===== src/rtl/bit_serial_adder_pkg.sv =====
// Shared types and constants for the bit-serial adder: FSM state encoding and
// default sizing.
package bit_serial_adder_pkg;

    localparam int DEFAULT_WIDTH = 8;
    localparam int DEFAULT_CNT_W = $clog2(DEFAULT_WIDTH);

    typedef enum logic [1:0] {
        ST_IDLE  = 2'd0,
        ST_SHIFT = 2'd1,
        ST_DONE  = 2'd2
    } state_t;

endpackage


===== src/rtl/fa_from_ha.sv =====
// Combinational full adder composed of two half adders with an OR merging the
// two partial carries.
module fa_from_ha (
    input  logic a,
    input  logic b,
    input  logic ci,
    output logic s,
    output logic co
);

    logic s0;
    logic c0;
    logic c1;

    half_adder u_ha0 (
        .a (a),
        .b (b),
        .s (s0),
        .c (c0)
    );

    half_adder u_ha1 (
        .a (s0),
        .b (ci),
        .s (s),
        .c (c1)
    );

    // At most one of the partial carries can be set, so OR is sufficient.
    assign co = c0 | c1;

endmodule


===== src/rtl/half_adder.sv =====
// Single half-adder cell; the basic building block of the lab's adders.
module half_adder (
    input  logic a,
    input  logic b,
    output logic s,
    output logic c
);

    assign s = a ^ b;
    assign c = a & b;

endmodule


===== src/rtl/bit_serial_adder.sv =====
// LSB-first bit-serial adder: one full-adder cell, a registered carry and
// three shift registers, sequenced by a small IDLE/SHIFT/DONE FSM.
module bit_serial_adder
    import bit_serial_adder_pkg::*;
#(
    parameter int WIDTH = DEFAULT_WIDTH
) (
    input  logic             clk,
    input  logic             rst_n,
    input  logic             start,
    input  logic [WIDTH-1:0] a,
    input  logic [WIDTH-1:0] b,
    input  logic             cin,
    output logic             busy,
    output logic             done,
    output logic [WIDTH-1:0] sum,
    output logic             cout
);

    localparam int CNT_W = $clog2(WIDTH);
    localparam logic [CNT_W-1:0] LAST_CNT = CNT_W'(WIDTH - 1);

    state_t           state_q,  state_d;
    logic [WIDTH-1:0] a_sr_q,   a_sr_d;
    logic [WIDTH-1:0] b_sr_q,   b_sr_d;
    logic [WIDTH-1:0] r_sr_q,   r_sr_d;
    logic             c_q,      c_d;
    logic [CNT_W-1:0] cnt_q,    cnt_d;
    logic [WIDTH-1:0] sum_q,    sum_d;
    logic             cout_q,   cout_d;

    logic fa_s;
    logic fa_co;

    fa_from_ha u_fa (
        .a  (a_sr_q[0]),
        .b  (b_sr_q[0]),
        .ci (c_q),
        .s  (fa_s),
        .co (fa_co)
    );

    always_comb begin
        state_d = state_q;
        a_sr_d  = a_sr_q;
        b_sr_d  = b_sr_q;
        r_sr_d  = r_sr_q;
        c_d     = c_q;
        cnt_d   = cnt_q;
        sum_d   = sum_q;
        cout_d  = cout_q;

        case (state_q)
            // DONE accepts a new request exactly like IDLE so start held high
            // gives back-to-back operations.
            ST_IDLE, ST_DONE: begin
                if (start) begin
                    a_sr_d  = a;
                    b_sr_d  = b;
                    c_d     = cin;
                    cnt_d   = '0;
                    state_d = ST_SHIFT;
                end else begin
                    state_d = ST_IDLE;
                end
            end
            ST_SHIFT: begin
                a_sr_d = a_sr_q >> 1;
                b_sr_d = b_sr_q >> 1;
                r_sr_d = {fa_s, r_sr_q[WIDTH-1:1]};
                c_d    = fa_co;
                cnt_d  = cnt_q + CNT_W'(1);
                if (cnt_q == LAST_CNT) begin
                    sum_d   = r_sr_d;
                    cout_d  = fa_co;
                    state_d = ST_DONE;
                end
            end
            default: begin
                state_d = ST_IDLE;
            end
        endcase
    end

    always_ff @(posedge clk or negedge rst_n) begin
        if (!rst_n) begin
            state_q <= ST_IDLE;
            a_sr_q  <= '0;
            b_sr_q  <= '0;
            r_sr_q  <= '0;
            c_q     <= 1'b0;
            cnt_q   <= '0;
            sum_q   <= '0;
            cout_q  <= 1'b0;
        end else begin
            state_q <= state_d;
            a_sr_q  <= a_sr_d;
            b_sr_q  <= b_sr_d;
            r_sr_q  <= r_sr_d;
            c_q     <= c_d;
            cnt_q   <= cnt_d;
            sum_q   <= sum_d;
            cout_q  <= cout_d;
        end
    end

    assign busy = (state_q == ST_SHIFT);
    assign done = (state_q == ST_DONE);
    assign sum  = sum_q;
    assign cout = cout_q;

endmodule


===== config.mk =====
export PLATFORM = sky130hd
export DESIGN_NAME = bit_serial_adder
export DESIGN_NICKNAME = d
export VERILOG_FILES = /design/src/rtl/bit_serial_adder_pkg.sv /design/src/rtl/fa_from_ha.sv /design/src/rtl/half_adder.sv /design/src/rtl/bit_serial_adder.sv
export SDC_FILE = /design/constraint.sdc
export NUM_CORES = 1
export LEC_CHECK = 0
export CORE_ASPECT_RATIO = 1.5
export CORE_MARGIN = 8
export CORE_UTILIZATION = 47
export DETAILED_ROUTE_END_ITERATION = 16
export GPL_TIMING_DRIVEN = 0
export PLACE_DENSITY = 0.7
export SYNTH_ARGS = -nofsm -noshare
export SYNTH_HDL_FRONTEND = slang
export SYNTH_SLANG_ARGS = --single-unit

===== constraint.sdc =====
create_clock -name clk -period 4.5 [get_ports clk]
set_input_delay 0.675 -clock clk [delete_from_list [all_inputs] [get_ports clk]]
set_output_delay 0.675 -clock clk [all_outputs]
set_load 0.05 [all_outputs]

; ---- Yosys cells after proc, flatten, opt, wreduce, memory -nomap -nowiden
; Index checks and enable logic that the tools add are counted.
[op_classes]
addsub = 1
n_mul = 0
div = 0
order_cmp = 0
n_eq_ne = 5
shift = 0
muxes = 11
bitwise_logic = 5
n_reduce_logical = 5
[op_table]
columns = cell, count
row1 = 8-bit one-hot mux with 2 select lines, 2
row2 = 8-bit two-way mux, 2
row3 = 3-bit one-hot mux with 2 select lines, 1
row4 = 2-bit one-hot mux with 2 select lines, 1
row5 = 2-bit AND reduction, 2
row6 = "3-bit by 1-bit adder with 3-bit output, second input constant", 1
row7 = "3-bit == test, second input constant", 1
row8 = 3-bit two-way mux, 1
row9 = 1-bit bitwise AND, 2
row10 = "2-bit by 1-bit == test with 1-bit output, second input constant", 1
row11 = "2-bit == test, second input constant", 1
row12 = 2-bit zero test, 1
row13 = 1-bit two-way mux, 2
row14 = 2-bit two-way mux, 1
row15 = "2-bit by 1-bit != test with 1-bit output, second input constant", 1
row16 = "2-bit != test, second input constant", 1
row17 = 1-bit one-hot mux with 2 select lines, 1
row18 = 2-bit nonzero test, 1
row19 = 2-bit OR reduction, 1
row20 = 1-bit XOR, 2
row21 = 1-bit OR, 1
[totals]
ff_bits = 39
latchBits = 0
ram_bits = 0
rom_bits = 0
input_bits = 20
out_inout_bits = 11
wordCells = 35
memories = 0

; ---- Depth between registers and ports, before layout
[logic_depth]
word_depth = 4
mapped_depth = 6
ltp_nobuf = 4

; ---- Hierarchy
; A second synthesis with hierarchy kept.
[hier_totals]
hier_cells = 165
hier_area_um2 = 1864.3
[by_module_without_submodules]
columns = mod, n_inst, cells_per_inst, area_per_inst_um2, seq_area_each_um2
row1 = bit_serial_adder, 1, 162, 1833.0, 950.9
row2 = half_adder, 2, 1, 12.5, 0.0
row3 = fa_from_ha, 1, 1, 6.3, 0.0

; ---- Worst setup path after synthesis
; OpenSTA, ideal clock, no wires.
[synth_path]
path_type = register to output
start = register state_q[1]
end = output port done
arrival_ns = 1.408
required_ns = 3.825
path_slack_ns = 2.417
path_stages_with_launch = 4
path_buffers = 2
cell_sequence = dfrtp_1 -> buf_6 -> buf_2 -> nor2b_1
[synth_between]
elab_chain_len = 1
[synth_lines]
columns = item, line_no
row1 = start: declaration, bit_serial_adder.sv:23  ; state_t state_q, state_d;
row2 = start signal: assignment, bit_serial_adder.sv:96  ; state_q <= state_d;
row3 = 2-bit == test, bit_serial_adder.sv:108  ; assign done = (state_q == ST_DONE);
row4 = end: declaration, bit_serial_adder.sv:15  ; output logic done,
; Every way passes these cells.

; ---- Worst setup path in the final report
; Same ends and word-level chain as after synthesis.

==> results.py <==
metrics = {
    "sta": {
        "max_slew_margin": 0.4492,
        "fin_crit_sh": 0.5956,
        "tns_ns": 0,
        "max_freq_mhz": 373.1,
        "finClkSkew_ns": 0.003502,
        "setup_viol": 0,
        "tightestPinTransition_ns": 0.8262,
        "setup_ws_ns": 1.820,
        "final.min_clock_period_ns": 2.680,
        "hold_viol": 0,
        "drv_slew": 0,
        "rsz0062_at_grt": "false",
        "hold_ws_ns": 0.4786,
    },
    "pwr": {
        "vdd_ir_drop_max_mv": 0.3931,
        "pwr-share-seq": 0.378,
        "p_sw_frac": 0.4026,
        "switchingPower_mw": 0.6451,
        "power.leakage_nw": 1.022,
        "p_clk_frac": 0.136,
        "p_comb_frac": 0.487,
        "p_int_mw": 0.9571,
        "p_per_area_nw_per_um2": 718.6,
    },
    "clocking": {
        "clock_latency_ns": 0.29,
        "path_clk_slew_ns": 0.07,
        "htree_levels": 2,
        "cts_root_buf": "clkbuf_8",
        "tritoncts": "built",
        "cts_hold_buffers": 0,
        "clock_path_buffers": 2,
        "cts_setup_buffers": 0,
        "cts.sinks": 38,
        "numCtsBuffers": 5,
        "ctsResizeCount": 0,
    },
    "setup_path": {
        "crit_type": "reg2out",
        "cp-end-kind": "primary output",
        "crit_chain": "buf_6 -> buf_2 -> nor2b_1 -> clkdlybuf4s50_1",
        "worstPathRequired_ns": 3.83,
        "slowest_delay_ns": 0.81,
        "startpoint_type": "register",
        "arrival_ns": 2.01,
        "crit_slowest_cell": "clkdlybuf4s50_1",
        "cp_max_fo": 10,
    },
    "yosys": {
        "ys_ff_latch": 38,
        "synth-seq-area-share": 0.5278,
        "yosysUniqueCellTypes": 25,
        "yosysWarnings": 0,
        "syn_area_per_cell_sq_um": 11.55,
        "synth_nets": 179,
        "syn_inst": 156,
        "ys.flop_type": "dfrtp_1",
        "ys_async_sr_fraction": 1.000,
        "synth_area_sq_um": 1802,
        "synth_edf_count": 0,
    },
    "flow_run": {
        "cap_viol_max_count": 0,
    },
    "routing": {
        "wl_per_cell_um": 14.87,
        "first_pass_iters": 4,
        "drt_iter0_drc": 27,
        "vias": 1239,
        "drc": 0,
        "wirelength_um": 3509,
        "drtAntennaViolNets": 0,
        "vias_per_cell": 5.250,
    },
    "global_route": {
        "grt_pass1_wl_um": 6299,
        "grt_util_all_layers": 0.1286,
        "grt.overflow.total": 0,
        "grt_pass1_vias": 1419,
        "grt_max_degree": 39,
        "antenna_found_initial": 0,
    },
    "die": {
        "core_sq_um": 3682,
        "die_h_um": 91.83,
        "num_rows": 27,
        "start_util": 0.4893,
        "io_pins": 31,
        "die_width_um": 66.56,
        "dieArea_sq_um": 6112,
    },
    "layout": {
        "syn_to_final_growth_pct": 23.75,
        "multiInputGateArea_sq_um": 726.9,
        "final_nets": 216,
        "drive_above_1_share": 0.1606,
        "final_cells": 236,
        "num-fill-cells": 336,
        "diodes": 0,
        "fin_area_sq_um": 2230,
        "regArea_sq_um": 950.9,
    },
    "placement": {
        "place_area_sq_um": 2151,
        "dp_slack_ns": 2.102,
        "dp_cells": 229,
        "place_congestion": 0.7924,
        "port-buffer-count": 30,
        "dp_hpwl_um": 2693,
    },
    "hold_path": {
        "min_path_type": "in2async",
    },
    "status": {
        "status": "completed",
    },
}
## registers in the layout, summed over array words and instances (netlist names)
name     count
a_sr_q       8
b_sr_q       8
c_q          1
cnt_q        3
cout         1
r_sr_q       7
state_q      2
sum          8
## critical path: cells and delay by family (launching register included)
kind                   cells  cell delay (ns)
flip-flops                 1             0.34
buffers and inverters      3             1.20
AND/OR/NAND/NOR            1             0.17
## cells in the mapped netlist, types with 2 or more instances
library cell,count,area share
nand3_1,2,0.0056
a211oi_1,8,0.033
o21ai_0,3,0.0083
mux2_4,9,0.075
nand2_1,21,0.044
a22o_1,3,0.015
buf_2,5,0.014
nor2b_1,9,0.031
a21oi_1,15,0.042
buf_6,4,0.025
inv_1,8,0.017
o22ai_1,7,0.024
clkbuf_1,2,0.0042
mux2i_1,10,0.056
ha_1,2,0.014
dfrtp_1,38,0.53
mux2_2,2,0.012
## logic make-up (layout without fill, tap and decap cells)
logic type / after synthesis / in the layout / share of synthesized area
DFF: 38 / 38 / 0.5278
and+or+nand+nor: 37 / 37 / 0.1083
AOI/OAI and AO/OA: 36 / 36 / 0.1222
muxes: 21 / 21 / 0.1431
buffers and inverters: 20 / 57 / 0.06875
adders and majority gates: 3 / 3 / 0.02500
xor gates and xnor gates: 1 / 1 / 0.004862
## metal layers
metal  vias up  part of all wire  GRT usage
met5         -                 0          0
met4         0             0.022    0.06798
met3         9             0.061    0.03654
met2        36              0.52     0.2178
met1       592              0.40     0.1380
li1        602                 -          -
## path summary, 6_finish.rpt
check | endpoint | cells past startpoint | slack [ns] | from
setup / recovery | done | 4 | 1.82 | state_q[1]$_DFFE_PN0P_
hold / removal | sum[5]$_DFFE_PN0P_ | 1 | 0.48 | rst_n
setup reg to reg | sum[3]$_DFFE_PN0P_ | 4 | 3.04 | cnt_q[0]$_DFFE_PN0P_
hold reg to reg | r_sr_q[2]$_DFFE_PN0P_ | 2 | 0.49 | r_sr_q[3]$_DFFE_PN0P_
max in group asynchronous | b_sr_q[3]$_DFFE_PN0P_ | 1 | 3.50 | rst_n
min in group clk | r_sr_q[2]$_DFFE_PN0P_ | 2 | 0.49 | r_sr_q[3]$_DFFE_PN0P_
## power by group through the flow
stage	clock (mW)	combinational [mW]	sequential [mW]
finish	0.217	0.780	0.605
global placement	0	0.760	0.602
global route	0.236	0.860	0.626
detailed placement	0	0.793	0.613
CTS	0.227	0.792	0.608
floorplan	0	0.469	0.711
## layout by cell type, fill, tap and decap left out, drive strengths merged, types with 2 or more instances in the layout
master	count
a22o	3
clkdlybuf4s50	29
inv	9
dfrtp	38
nand2	22
a21oi	15
buf	10
o21ai	3
clkbuf	7
nor2b	9
o22ai	7
mux2	11
clkinv	2
mux2i	10
nand3	2
a211oi	8
nand2b	2
ha	2
## layout make-up
cell class,instances,area share
tap,43,0.02413
clock buffer,5,0.03086
timing repair buffer,30,0.1324
clock inverter,2,0.004489
inverter,9,0.02076
sequential,38,0.4265
buffer,11,0.03479
multi-input combinational,98,0.3260
## through the flow
step / util / power (mW)
2_1_floorplan: - / 1.180
3_3_place_gp: 0.5855 / 1.362
3_5_place_dp: 0.5841 / 1.406
4_1_cts: 0.6055 / 1.627
5_1_grt: 0.6055 / 1.722
6_report: 0.6055 / 1.602
Power figures use the tool's default switching activity.
